===== config.mk =====
export PLATFORM = sky130hd
export DESIGN_NAME = sipp_mem_arbiter_flat
export DESIGN_NICKNAME = d
export VERILOG_FILES = /design/src/rtl/sipp_pkg.sv /design/src/rtl/sipp_mem_arbiter_if.sv /design/src/rtl/sipp_rr_pick.sv /design/src/rtl/sipp_mem_arbiter.sv /design/src/flat_wrapper.sv
export SDC_FILE = /design/constraint.sdc
export NUM_CORES = 1
export LEC_CHECK = 0
export ABC_AREA = 1
export ABC_CLOCK_PERIOD_IN_PS = 2300
export BUFFER_PORTS_ARGS = -buffer_cell sky130_fd_sc_hd__buf_2
export CAP_MARGIN = 15
export CORE_MARGIN = 4
export CORE_UTILIZATION = 44
export CTS_BUF_LIST = sky130_fd_sc_hd__clkbuf_16
export CTS_CLUSTER_DIAMETER = 40
export DETAILED_ROUTE_END_ITERATION = 12
export PLACE_DENSITY = 0.86
export SLEW_MARGIN = 40
export SYNTH_ARGS = -nofsm -noshare
export SYNTH_HDL_FRONTEND = slang
export SYNTH_HIERARCHICAL = 1
export SYNTH_SLANG_ARGS = --single-unit

===== constraint.sdc =====
create_clock -name clk -period 2.3 [get_ports clk]
set_input_delay 0.23 -clock clk [delete_from_list [all_inputs] [get_ports clk]]
set_output_delay 0.23 -clock clk [all_outputs]
set_load 0.01 [all_outputs]

===== src/rtl/sipp_pkg.sv =====
// Shared constants and access record for the SIPP memory arbiter.
// Widths here set the default bus widths of the arbiter and its interface.
// Port indices name the fetch and data requesters.
package sipp_pkg;

  localparam int SIPP_ADDR_W = 8;
  localparam int SIPP_DATA_W = 16;

  localparam int PORT_FETCH = 0;
  localparam int PORT_DATA  = 1;

  // One requester's access: direction, address and write payload.
  typedef struct packed {
    logic                   we;
    logic [SIPP_ADDR_W-1:0] addr;
    logic [SIPP_DATA_W-1:0] wdata;
  } sipp_acc_t;

endpackage


===== src/rtl/sipp_mem_arbiter_if.sv =====
// Requester and memory-side signals of the SIPP memory arbiter.
// slave: the arbiter's view; master: the view of whatever drives the
// requesters and models the memory.
interface sipp_mem_arbiter_if
  import sipp_pkg::*;
#(
  parameter int ADDR_WIDTH = SIPP_ADDR_W,
  parameter int DATA_WIDTH = SIPP_DATA_W
);

  logic                  req0;
  logic                  req1;
  logic                  we0;
  logic                  we1;
  logic [ADDR_WIDTH-1:0] addr0;
  logic [ADDR_WIDTH-1:0] addr1;
  logic [DATA_WIDTH-1:0] wdata0;
  logic [DATA_WIDTH-1:0] wdata1;
  logic                  ack0;
  logic                  ack1;
  logic                  rvalid0;
  logic                  rvalid1;
  logic [DATA_WIDTH-1:0] rdata0;
  logic [DATA_WIDTH-1:0] rdata1;
  logic [ADDR_WIDTH-1:0] mem_addr;
  logic                  mem_wr;
  logic                  mem_rd;
  logic [DATA_WIDTH-1:0] mem_wdata;
  logic [DATA_WIDTH-1:0] mem_rdata;

  modport slave (
    input  req0, req1, we0, we1, addr0, addr1, wdata0, wdata1, mem_rdata,
    output ack0, ack1, rvalid0, rvalid1, rdata0, rdata1,
           mem_addr, mem_wr, mem_rd, mem_wdata
  );

  modport master (
    output req0, req1, we0, we1, addr0, addr1, wdata0, wdata1, mem_rdata,
    input  ack0, ack1, rvalid0, rvalid1, rdata0, rdata1,
           mem_addr, mem_wr, mem_rd, mem_wdata
  );

endinterface


===== src/rtl/sipp_rr_pick.sv =====
// Two-way round-robin pick: a lone requester wins, a tie goes to prio.
// Purely combinational; the priority register lives in the caller.
// nxt_prio points at the loser of any grant, otherwise keeps prio.
module sipp_rr_pick (
  input  logic [1:0] req,
  input  logic       prio,
  output logic [1:0] gnt,
  output logic       nxt_prio
);

  // Grant selection and pointer advance.
  always_comb begin
    gnt      = 2'b00;
    nxt_prio = prio;
    if (req[0] && (!req[1] || !prio)) begin
      gnt[0]   = 1'b1;
      nxt_prio = 1'b1;
    end else if (req[1]) begin
      gnt[1]   = 1'b1;
      nxt_prio = 1'b0;
    end
  end

endmodule


===== src/rtl/sipp_mem_arbiter.sv =====
// Round-robin share of the single-port SIPP memory between fetch and data.
// Grant is combinational (0 cycles); read data returns 1 cycle after grant.
// Back-pressure is a withheld ack only; nothing is queued.
module sipp_mem_arbiter
  import sipp_pkg::*;
#(
  parameter int ADDR_WIDTH = SIPP_ADDR_W,
  parameter int DATA_WIDTH = SIPP_DATA_W
) (
  input logic               clk,
  input logic               rst,
  sipp_mem_arbiter_if.slave bus
);

  sipp_acc_t             acc0;
  sipp_acc_t             acc1;
  sipp_acc_t             win;
  logic [1:0]            req;
  logic [1:0]            gnt;
  logic                  prio;
  logic                  nxt_prio;
  logic [1:0]            rd_gnt;
  logic [1:0]            rvalid_q;
  logic [DATA_WIDTH-1:0] rdata0_q;
  logic [DATA_WIDTH-1:0] rdata1_q;

  assign acc0 = '{we: bus.we0, addr: bus.addr0, wdata: bus.wdata0};
  assign acc1 = '{we: bus.we1, addr: bus.addr1, wdata: bus.wdata1};

  // The memory initializes itself under reset, so requests are masked out
  // entirely rather than merely not acknowledged.
  assign req = {bus.req1, bus.req0} & {2{~rst}};

  sipp_rr_pick u_pick (
    .req      (req),
    .prio     (prio),
    .gnt      (gnt),
    .nxt_prio (nxt_prio)
  );

  assign bus.ack0 = gnt[PORT_FETCH];
  assign bus.ack1 = gnt[PORT_DATA];

  // Route the winner's access onto the memory bus; idle drives all zeros.
  always_comb begin
    win = '0;
    if (gnt[PORT_FETCH]) begin
      win = acc0;
    end else if (gnt[PORT_DATA]) begin
      win = acc1;
    end
  end

  assign bus.mem_addr  = win.addr;
  assign bus.mem_wdata = win.wdata;
  assign bus.mem_wr    = (|gnt) & win.we;
  assign bus.mem_rd    = (|gnt) & ~win.we;

  assign rd_gnt = gnt & ~{bus.we1, bus.we0};

  // Priority pointer: flips to the loser after each grant.
  always_ff @(posedge clk) begin
    if (rst) begin
      prio <= 1'b0;
    end else begin
      prio <= nxt_prio;
    end
  end

  // Capture read data for the port that read this cycle; rdata holds otherwise.
  always_ff @(posedge clk) begin
    if (rst) begin
      rvalid_q <= 2'b00;
      rdata0_q <= '0;
      rdata1_q <= '0;
    end else begin
      rvalid_q <= rd_gnt;
      if (rd_gnt[PORT_FETCH]) begin
        rdata0_q <= bus.mem_rdata;
      end
      if (rd_gnt[PORT_DATA]) begin
        rdata1_q <= bus.mem_rdata;
      end
    end
  end

  assign bus.rvalid0 = rvalid_q[PORT_FETCH];
  assign bus.rvalid1 = rvalid_q[PORT_DATA];
  assign bus.rdata0  = rdata0_q;
  assign bus.rdata1  = rdata1_q;

endmodule

===== src/flat_wrapper.sv =====
// flat-port wrapper written by rule: the top's interface ports become plain ports
module sipp_mem_arbiter_flat import sipp_pkg::*;
#(
  parameter int ADDR_WIDTH = SIPP_ADDR_W,
  parameter int DATA_WIDTH = SIPP_DATA_W
)
  (clk, rst, bus_req0, bus_req1, bus_we0, bus_we1, bus_addr0, bus_addr1, bus_wdata0, bus_wdata1, bus_mem_rdata, bus_ack0, bus_ack1, bus_rvalid0, bus_rvalid1, bus_rdata0, bus_rdata1, bus_mem_addr, bus_mem_wr, bus_mem_rd, bus_mem_wdata);
  sipp_mem_arbiter_if #(.ADDR_WIDTH(ADDR_WIDTH), .DATA_WIDTH(DATA_WIDTH)) bus_i ();
  input logic clk;
  input logic rst;
  input wire logic [$bits(bus_i.req0)-1:0] bus_req0;
  input wire logic [$bits(bus_i.req1)-1:0] bus_req1;
  input wire logic [$bits(bus_i.we0)-1:0] bus_we0;
  input wire logic [$bits(bus_i.we1)-1:0] bus_we1;
  input wire logic [$bits(bus_i.addr0)-1:0] bus_addr0;
  input wire logic [$bits(bus_i.addr1)-1:0] bus_addr1;
  input wire logic [$bits(bus_i.wdata0)-1:0] bus_wdata0;
  input wire logic [$bits(bus_i.wdata1)-1:0] bus_wdata1;
  input wire logic [$bits(bus_i.mem_rdata)-1:0] bus_mem_rdata;
  output wire logic [$bits(bus_i.ack0)-1:0] bus_ack0;
  output wire logic [$bits(bus_i.ack1)-1:0] bus_ack1;
  output wire logic [$bits(bus_i.rvalid0)-1:0] bus_rvalid0;
  output wire logic [$bits(bus_i.rvalid1)-1:0] bus_rvalid1;
  output wire logic [$bits(bus_i.rdata0)-1:0] bus_rdata0;
  output wire logic [$bits(bus_i.rdata1)-1:0] bus_rdata1;
  output wire logic [$bits(bus_i.mem_addr)-1:0] bus_mem_addr;
  output wire logic [$bits(bus_i.mem_wr)-1:0] bus_mem_wr;
  output wire logic [$bits(bus_i.mem_rd)-1:0] bus_mem_rd;
  output wire logic [$bits(bus_i.mem_wdata)-1:0] bus_mem_wdata;
  assign bus_i.req0 = bus_req0;
  assign bus_i.req1 = bus_req1;
  assign bus_i.we0 = bus_we0;
  assign bus_i.we1 = bus_we1;
  assign bus_i.addr0 = bus_addr0;
  assign bus_i.addr1 = bus_addr1;
  assign bus_i.wdata0 = bus_wdata0;
  assign bus_i.wdata1 = bus_wdata1;
  assign bus_i.mem_rdata = bus_mem_rdata;
  assign bus_ack0 = bus_i.ack0;
  assign bus_ack1 = bus_i.ack1;
  assign bus_rvalid0 = bus_i.rvalid0;
  assign bus_rvalid1 = bus_i.rvalid1;
  assign bus_rdata0 = bus_i.rdata0;
  assign bus_rdata1 = bus_i.rdata1;
  assign bus_mem_addr = bus_i.mem_addr;
  assign bus_mem_wr = bus_i.mem_wr;
  assign bus_mem_rd = bus_i.mem_rd;
  assign bus_mem_wdata = bus_i.mem_wdata;
  sipp_mem_arbiter #(.ADDR_WIDTH(ADDR_WIDTH), .DATA_WIDTH(DATA_WIDTH)) u_core (.clk(clk), .rst(rst), .bus(bus_i));
endmodule

==> reports/summary.md, run 1 <==
The area growth from synthesis to layout was 42.3%. nand2_1 is the most common cell in the netlist. The xor/xnor share of the synthesized area was 0. From left edge to right edge, the die measures 72.8 µm. The routed layout has 2275 vias. The tools report the number of hold buffers added after CTS as 0. The detailed-placement wirelength estimate is 4.57 mm. For the maximum operating frequency, the log shows 555 MHz. The chip height is 72.8 µm. The first global-routing pass estimated 9.18 mm of wire.

132 I/O pins were placed. The layout cell share with drive strength beyond 1 is 0.358, and the post-synth net total is 368. Measured in cells, the most critical reg-to-reg path has a length of 7.

The buffer count from post-CTS setup fixing came out at 0. The number of max-slew violations in the final report is 0, and the number of cells upsized or downsized after cts is 0. Fraction of registers with async set/reset: 0. The final count of hold timing violations is 0, and the relative max-transition margin is 0.669. Setup repair after global routing left no endpoint under its margin. The logs give 4 for the first-pass iteration count of the detailed router and 0 for the number of remaining DRC errors. The mean instance size in the synthesized netlist works out to 6.20 µm². The portion of the clock cycle consumed by the worst path in the final layout works out to 0.783. The root cell of the clock tree is clkbuf_16. The logs give 0.458 for the effective utilization at floorplan and 2206 for the number of global-route vias before repair. The final number of setup-violating endpoints was 0.

The type of the most critical hold path was in -> reg. Accumulated negative setup slack: 0 ns. The floorplan has 23 rows. In the final routed layout, each cell accounts on average for 12.4 µm. The worst setup path is captured at a primary output. For the CTS H-tree depth, the log shows 2. After synthesis, the netlist uses 17 different library cells.

The count of nets left with antenna violations once routing finished came out at 0. The top-area cell type share of the netlist area was 0.379. The number of storage elements in the synthesis netlist was 35. Using the TritonRoute via totals, the vias-per-cell ratio works out to 4.82.

The worst setup path is launched from a flop. The largest buffer count on any clock path is 2. The slowest stage of the critical path is the dfxtp_1 cell. The cell area power density is 613 nW/µm².

The region available for standard cell placement spans 4030 µm². Total grt overflow: 0. The flow ran to the end, and the final reports show no timing, DRC or antenna violations. The critical path required time was 2.07 ns; the post-CTS clock slew at the launch and capture registers of the worst setup and hold paths was 0.05 ns. For the antenna diode instance count, the log shows 0. Sorting the synthesized cells by area gives the leading types as dfxtp_1 38%, nand2_1 17%, nand3_1 15%, nor2_1 14%, inv_1 4.1%. The latest clock arrival within the worst-skew pair is 0.28 ns, and the actual transition at the worst max-transition pin is 0.496 ns. Of all nets on the critical path, the largest fanout is 26. The largest incremental delay on the critical path works out to 0.42 ns. The worst hold path passes through 2 cells. The signal on the critical path passes through a21boi_4 -> inv_2 -> nand2_1 -> a21oi_1 -> buf_2. The simple-gate portion of the synthesized area is 0.488, and the number of violations of the max-capacitance limit is 0. In the synthesized netlist, the cells that appear most often are 86 x nand2_1, 70 x nor2_1, 56 x nand3_1, 35 x dfxtp_1, 20 x inv_1. The share of the synthesized area in compound gates (AO/OA/AOI/OAI) came out at 0.0136. The count of port buffers added during placement is 131. The instance count of the mapped netlist was 298. Portion of netlist area occupied by mux cells: 0. The die covers 5300 µm². Violation count after the first detailed-route iteration: 142. The reported leakage power is 1.57 nW. The worst-case IR drop observed on VDD is 0.264 mV. Entering global routing, the biggest net connects 33 pins.

The tools report the number of sinks driven by the clock tree as 35. In the synthesized netlist the dominant register cell turns out to be dfxtp_1. The shortest clock period the worst path allows after layout was 1.80 ns.

The initial antenna violation count is 0, and the number of nets in the finished design is 491. The leading area contributor after synthesis was dfxtp_1. At the worst endpoint, the arrival time is 1.57 ns. After detailed routing, the total wire length is 5.85 mm. The tools report the synthesis warning total as 6. The main combinational cell family by area after synthesis was simple AND/OR/NAND/NOR gates. The aggregate global-route resource usage was 0.222; the number of enable flip-flop cells after synthesis was 0. The run gives 0.379 as the post-synthesis sequential area ratio. TritonCTS built the clock tree. In this run, CTS created clock tree buffers numbering 5. For the final database, setup skew stands at 0.00439 ns. Final weighted congestion in routability-driven placement: 0.880. The cell area that synthesis handed to floorplanning was 1850 µm². Post-layout worst setup margin: 0.499 ns. The minimum setup slack after placement was 0.534 ns. The adder-cell share of the synthesized area came out at 0. The category of the most critical setup path was reg -> out.
report_power, final:
| part | internal (W) | total [W] | switching, W | leakage, nW |
|---|---|---|---|---|
| combinational | 0.000138 | 0.000331 | 0.000193 | 1.22 |
| sequential | 0.000637 | 0.000653 | 0.0000160 | 0.286 |
| clock | 0.000393 | 0.000627 | 0.000234 | 0.0649 |
| total | 0.00117 | 0.00161 | 0.000443 | 1.57 |
critical path, delay by kind of cell (launching register included):
| kind | cells | cell delay (ns) |
|---|---|---|
| and+or+nand+nor | 1 | 0.13 |
| AOI/OAI and AO/OA | 2 | 0.24 |
| DFF | 1 | 0.42 |
| buffers and inverters | 2 | 0.50 |
layer usage:
metal | vias up | track usage | routed length (µm)
met5 | - | 0 | 0
met2 | 110 | 0.402 | 2930
met1 | 992 | 0.227 | 2140
li1 | 1156 | - | -
met3 | 17 | 0.0689 | 625
met4 | 0 | 0.113 | 155
layout make-up:
type | instances | area, µm²
fill | 373 | 1400
inverter | 26 | 97.6
clock inverter | 3 | 15.0
timing repair buffer | 135 | 686
multi-input combinational | 218 | 942
tap | 50 | 62.6
clock buffer | 5 | 125
sequential | 35 | 701
sequential cells by signal, indices dropped and copies added, names as in the netlist:
register           count
u_core/bus.rdata0     16
u_core/rvalid_q        2
u_core/bus.rdata1     16
u_core/prio            1
final timing paths:
| kind | end | slack [ns] | start |
|---|---|---|---|
| worst min-delay path | u_core/rvalid_q[1] | 0.19 | bus_we1 |
| worst max-delay path | bus_mem_rd | 0.50 | u_core/prio |
| worst min register to register | u_core/bus.rdata1[14] | 0.48 | u_core/bus.rdata1[14] |
| worst max register to register | u_core/bus.rdata1[3] | 0.79 | u_core/prio |
logic make-up after synthesis:
kind of cell           count (synthesis)
AND/OR/NAND/NOR                      215
buffers and inverters                 45
flip-flops                            35
AO/OA/AOI/OAI                          3
stage by stage:
stage / instances / power (W) / utilization / area, µm² / hold slack [ns]
floorplan: 298 / 0.000851 / - / 1850 / 0.301
global route: 472 / 0.00169 / 0.652 / 2630 / 0.201
finish: 472 / 0.00161 / 0.652 / 2630 / 0.187
CTS: 472 / 0.00163 / 0.652 / 2630 / 0.183
global placement: 464 / 0.000989 / 0.618 / 2490 / 0.458
detailed placement: 464 / 0.000996 / 0.618 / 2490 / 0.466
layout by cell type, fill, tap and decap left out:
cell type	instances
buf_2	131
nand2_1	86
nor2_1	70
nand3_1	56
dfxtp_1	35
inv_1	20
inv_2	6
clkbuf_16	5
buf_4	4
clkinv_1	2
clkinvlp_4	1
a21oi_1	1
nor2_8	1
nor2_4	1
nor3_1	1
a21boi_4	1
a21oi_4	1
No activity file was read; power rests on OpenSTA's default activity.
==> run 2, diff against run 1 <==
--- a/config.mk
+++ b/config.mk
@@ -6,15 +6,15 @@
 export NUM_CORES = 1
 export LEC_CHECK = 0
 export ABC_AREA = 1
-export ABC_CLOCK_PERIOD_IN_PS = 2300
+export ABC_CLOCK_PERIOD_IN_PS = 1580
 export BUFFER_PORTS_ARGS = -buffer_cell sky130_fd_sc_hd__buf_2
 export CAP_MARGIN = 15
 export CORE_MARGIN = 4
-export CORE_UTILIZATION = 44
+export CORE_UTILIZATION = 37
 export CTS_BUF_LIST = sky130_fd_sc_hd__clkbuf_16
 export CTS_CLUSTER_DIAMETER = 40
 export DETAILED_ROUTE_END_ITERATION = 12
-export PLACE_DENSITY = 0.86
+export PLACE_DENSITY = 0.77
 export SLEW_MARGIN = 40
 export SYNTH_ARGS = -nofsm -noshare
 export SYNTH_HDL_FRONTEND = slang
==> constraint.sdc (replaced) <==
create_clock -name clk -period 1.58 [get_ports clk]
set_input_delay 0.158 -clock clk [delete_from_list [all_inputs] [get_ports clk]]
set_output_delay 0.158 -clock clk [all_outputs]
set_load 0.01 [all_outputs]
==> reports/summary.md, run 2 (same netlist as run 1, synthesis figures left out) <==
The flow ran to the end, but the final reports show violations. The final reports fail on negative setup slack. The die boundary width is 78.7 µm (was 72.8 µm), and the actual transition at the worst max-transition pin is 0.484 ns (was 0.496 ns). The maximum operating frequency is 625 MHz, and the relative contribution of combinational cells to total power is 0.224 (was 0.205). The final weighted congestion in routability-driven placement was 0.852 (was 0.880); the net switching share of the total power was 0.276 (was 0.275). The CTS H-tree depth was 2 (unchanged); the number of violations of the max-capacitance limit was 0 (unchanged). The first-pass GRT wire length came out at 9.11 mm (was 9.18 mm).

For the relative max-transition margin, the log shows 0.677 (was 0.669). The run gives 2308 (was 2275) as the routed via count. For the aggregate global-route resource usage, the log shows 0.187 (was 0.222). Final design instance area without fill: 2800 µm² (was 2630 µm²). The final count of hold timing violations came out at 0 (unchanged). The post-detailed-routing wire length was 6.23 mm (was 5.85 mm). The tools report the setup slack of the worst register-to-register path as 0.09 ns (was 0.79 ns). TritonCTS built the clock tree. Shortest clock period the worst path allows after layout: 1.60 ns. The cell area power density was 853 nW/µm² (was 613 nW/µm²); the number of remaining DRC errors was 0 (unchanged). The post-place instance area was 2540 µm² (was 2490 µm²); the number of placed I/O pins was 132 (unchanged).

The detailed-placement wirelength estimate came out at 4.58 mm (was 4.57 mm). Type of origin of the critical path: a flop (unchanged). The logs give 0.0261 ns (was 0.534 ns) for the minimum setup slack after placement and 0 (unchanged) for the remaining number of nets flagged by the antenna check after routing. The logs give 483 (was 464) for the number of instances in the placed design and 0.000661 W (was 0.000443 W) for the switching power summed over all nets. The sequential share of power is 0.397 (was 0.406).

Critical-path cell list: inv_2 -> a21oi_4 -> clkbuf_16 -> nand3_1 -> nand2_1 -> buf_2 (was a21boi_4 -> inv_2 -> nand2_1 -> a21oi_1 -> buf_2). The number of max-slew violations in the final report was 0 (unchanged). For the number of standard-cell rows in the floorplan, the log shows 25 (was 23). The worst-case clock skew was 0.00387 ns (was 0.00439 ns). The most common cell after layout, fill and taps aside is buf_2 (unchanged). Type of the most critical hold path: in -> reg (unchanged). Effective utilization at floorplan: 0.386 (was 0.458). Most frequent cells in the layout: 127 x buf_2, 85 x nand2_1, 69 x nor2_1, 56 x nand3_1, 34 x dfxtp_1 (was 131 x buf_2, 86 x nand2_1, 70 x nor2_1, 56 x nand3_1, 35 x dfxtp_1).

The cell at the slowest stage of the critical path is dfxtp_4 (was dfxtp_1). The category of the most critical setup path is reg -> out (unchanged). The CTS buffer count was 5 (unchanged).

Worst flop-to-flop path startpoint: u_core/prio (unchanged). The final number of setup-violating endpoints is 1 (was 0). The standard cell core area is 4790 µm² (was 4030 µm²), and the accumulated negative setup slack is -0.0198 ns (was 0 ns). The post-layout worst setup margin came out at -0.0198 ns (was 0.499 ns). The reported leakage power came out at 1.63 nW (was 1.57 nW).

The run gives 1.44 ns (was 1.57 ns) as the data arrival at the endpoint of the critical path. The area growth from synthesis to layout was 51.8% (was 42.3%). The root cell of the clock tree was clkbuf_16 (unchanged).

Setup repair after global routing could not meet its margin everywhere. The number of nets in the finished design was 499 (was 491); the violation count after the first detailed-route iteration was 75 (was 142). The logs give 6190 µm² (was 5300 µm²) for the area of the die and 496 (was 472) for the post-layout instance count excluding filler cells. The power consumption came out at 0.00239 W (was 0.00161 W). Wire length per cell: 12.6 µm (was 12.4 µm). The tools report the latest clock arrival within the worst-skew pair as 0.28 ns (about the same). The run gives 4 (unchanged) as the first-pass iteration count of the detailed router. Capturing element type of the critical path: a primary output (unchanged). The run gives 0 (unchanged) as the total grt overflow. The tools report the number of global-route vias before repair as 2089 (was 2206).

The chip height is 78.7 µm (was 72.8 µm). The maximum vdd ir drop came out at 0.538 mV (was 0.264 mV). The end of the worst register-to-register path was u_core/bus.rdata1[11] (was u_core/bus.rdata1[3]). The portion of the clock cycle consumed by the worst path in the final layout is 1.01. Biggest fanout along the worst timing path: 13 (was 26).

The cell-internal power was 0.00173 W (was 0.00117 W). The worst setup path startpoint is u_core/prio (unchanged). The post-CTS clock slew at the launch and capture registers of the worst setup and hold paths came out at 0.05 ns (about the same). For the antenna diode instance count, the log shows 0 (unchanged). Share of total power in the clock network: 0.379 (was 0.389).

The layout cell share with drive strength beyond 1 is 0.378 (was 0.358), and the count of port buffers added during placement is 131 (unchanged). The largest incremental delay on the critical path was 0.37 ns (was 0.42 ns). The initial antenna violation count is 0 (unchanged).

The largest buffer count on any clock path was 2 (unchanged). The largest net degree at the start of global routing was 33 (unchanged). Cell depth of the worst flop-to-flop path: 8 (was 7). The end of the critical path was bus_mem_wdata[4] (was bus_mem_rd). The detailed-route vias per instance is 4.65 (was 4.82), and the critical path required time is 1.42 ns (was 2.07 ns).

The run gives 35 (unchanged) as the number of sinks driven by the clock tree.
[run 2: cell types whose count changed in the layout (fill, tap and decap cells not counted), sizes merged]
| cell | previous run | this run |
|---|---|---|
| buf | 135 | 141 |
| clkbuf | 5 | 6 |
| clkinv | 2 | 3 |
| clkinvlp | 1 | 0 |
[run 2: worst min path at each step]
| stage | startpoint | to | slack [ns] | depth (start not counted) |
|---|---|---|---|---|
| floorplan | rst | u_core/prio | 0.23 | 1 |
| global placement | bus_we1 | u_core/rvalid_q[1] | 0.40 | 2 |
| detailed placement | bus_we1 | u_core/rvalid_q[1] | 0.40 | 2 |
| CTS | bus_we1 | u_core/rvalid_q[1] | 0.11 | 2 |
| global route | bus_we1 | u_core/rvalid_q[1] | 0.12 | 2 |
| finish | bus_we1 | u_core/rvalid_q[1] | 0.11 | 2 |
[run 2: what timing repair did]
| action | in CTS | in global routing |
|---|---|---|
| hold buffers | 0 | 0 |
| endpoints found under the setup margin | 26 | 26 |
| pin swaps | 0 | 3 |
| gates cloned | 0 | 2 |
| endpoints found under the hold margin | 0 | 0 |
| gates resized for setup | 4 | 13 |
| buffers inserted | 0 | 4 |
[run 2: power groups by stage]
stage | clock network (W) | registers (W) | logic, W
after global placement | 0 | 0.000968 | 0.000484
final | 0.000906 | 0.000951 | 0.000536
after global routing | 0.000961 | 0.000956 | 0.000593
after detailed placement | 0 | 0.000970 | 0.000489
after CTS | 0.000922 | 0.000952 | 0.000495
after floorplan | 0 | 0.000988 | 0.000252
[run 2: per-stage QoR]
step / hold slack, ns / utilization
2_1_floorplan: 0.229 / -
3_3_place_gp: 0.400 / 0.530
3_5_place_dp: 0.404 / 0.530
4_1_cts: 0.112 / 0.561
5_1_grt: 0.115 / 0.586
6_report: 0.113 / 0.586
[run 2: critical path: cells and delay by family (launching register included)]
family / cells / cell delay [ns]
and+or+nand+nor: 2 / 0.16
AOI/OAI and AO/OA: 1 / 0.23
DFF: 1 / 0.37
buffers and inverters: 3 / 0.40
[run 2: final cells by class]
class | count | area [µm²]
clock buffer | 5 | 125
clock inverter | 2 | 8.76
fill | 474 | 1980
inverter | 26 | 103
multi-input combinational | 218 | 947
sequential | 35 | 704
tap | 67 | 83.8
timing repair buffer | 142 | 826
timing repair inverter | 1 | 6.26
[run 2: layer usage]
layer,track usage,up-vias,wire length (µm)
met4,0.0734,0,112
met5,0,-,0
met2,0.323,121,3050
li1,-,1175,-
met3,0.0665,10,655
met1,0.209,1002,2410
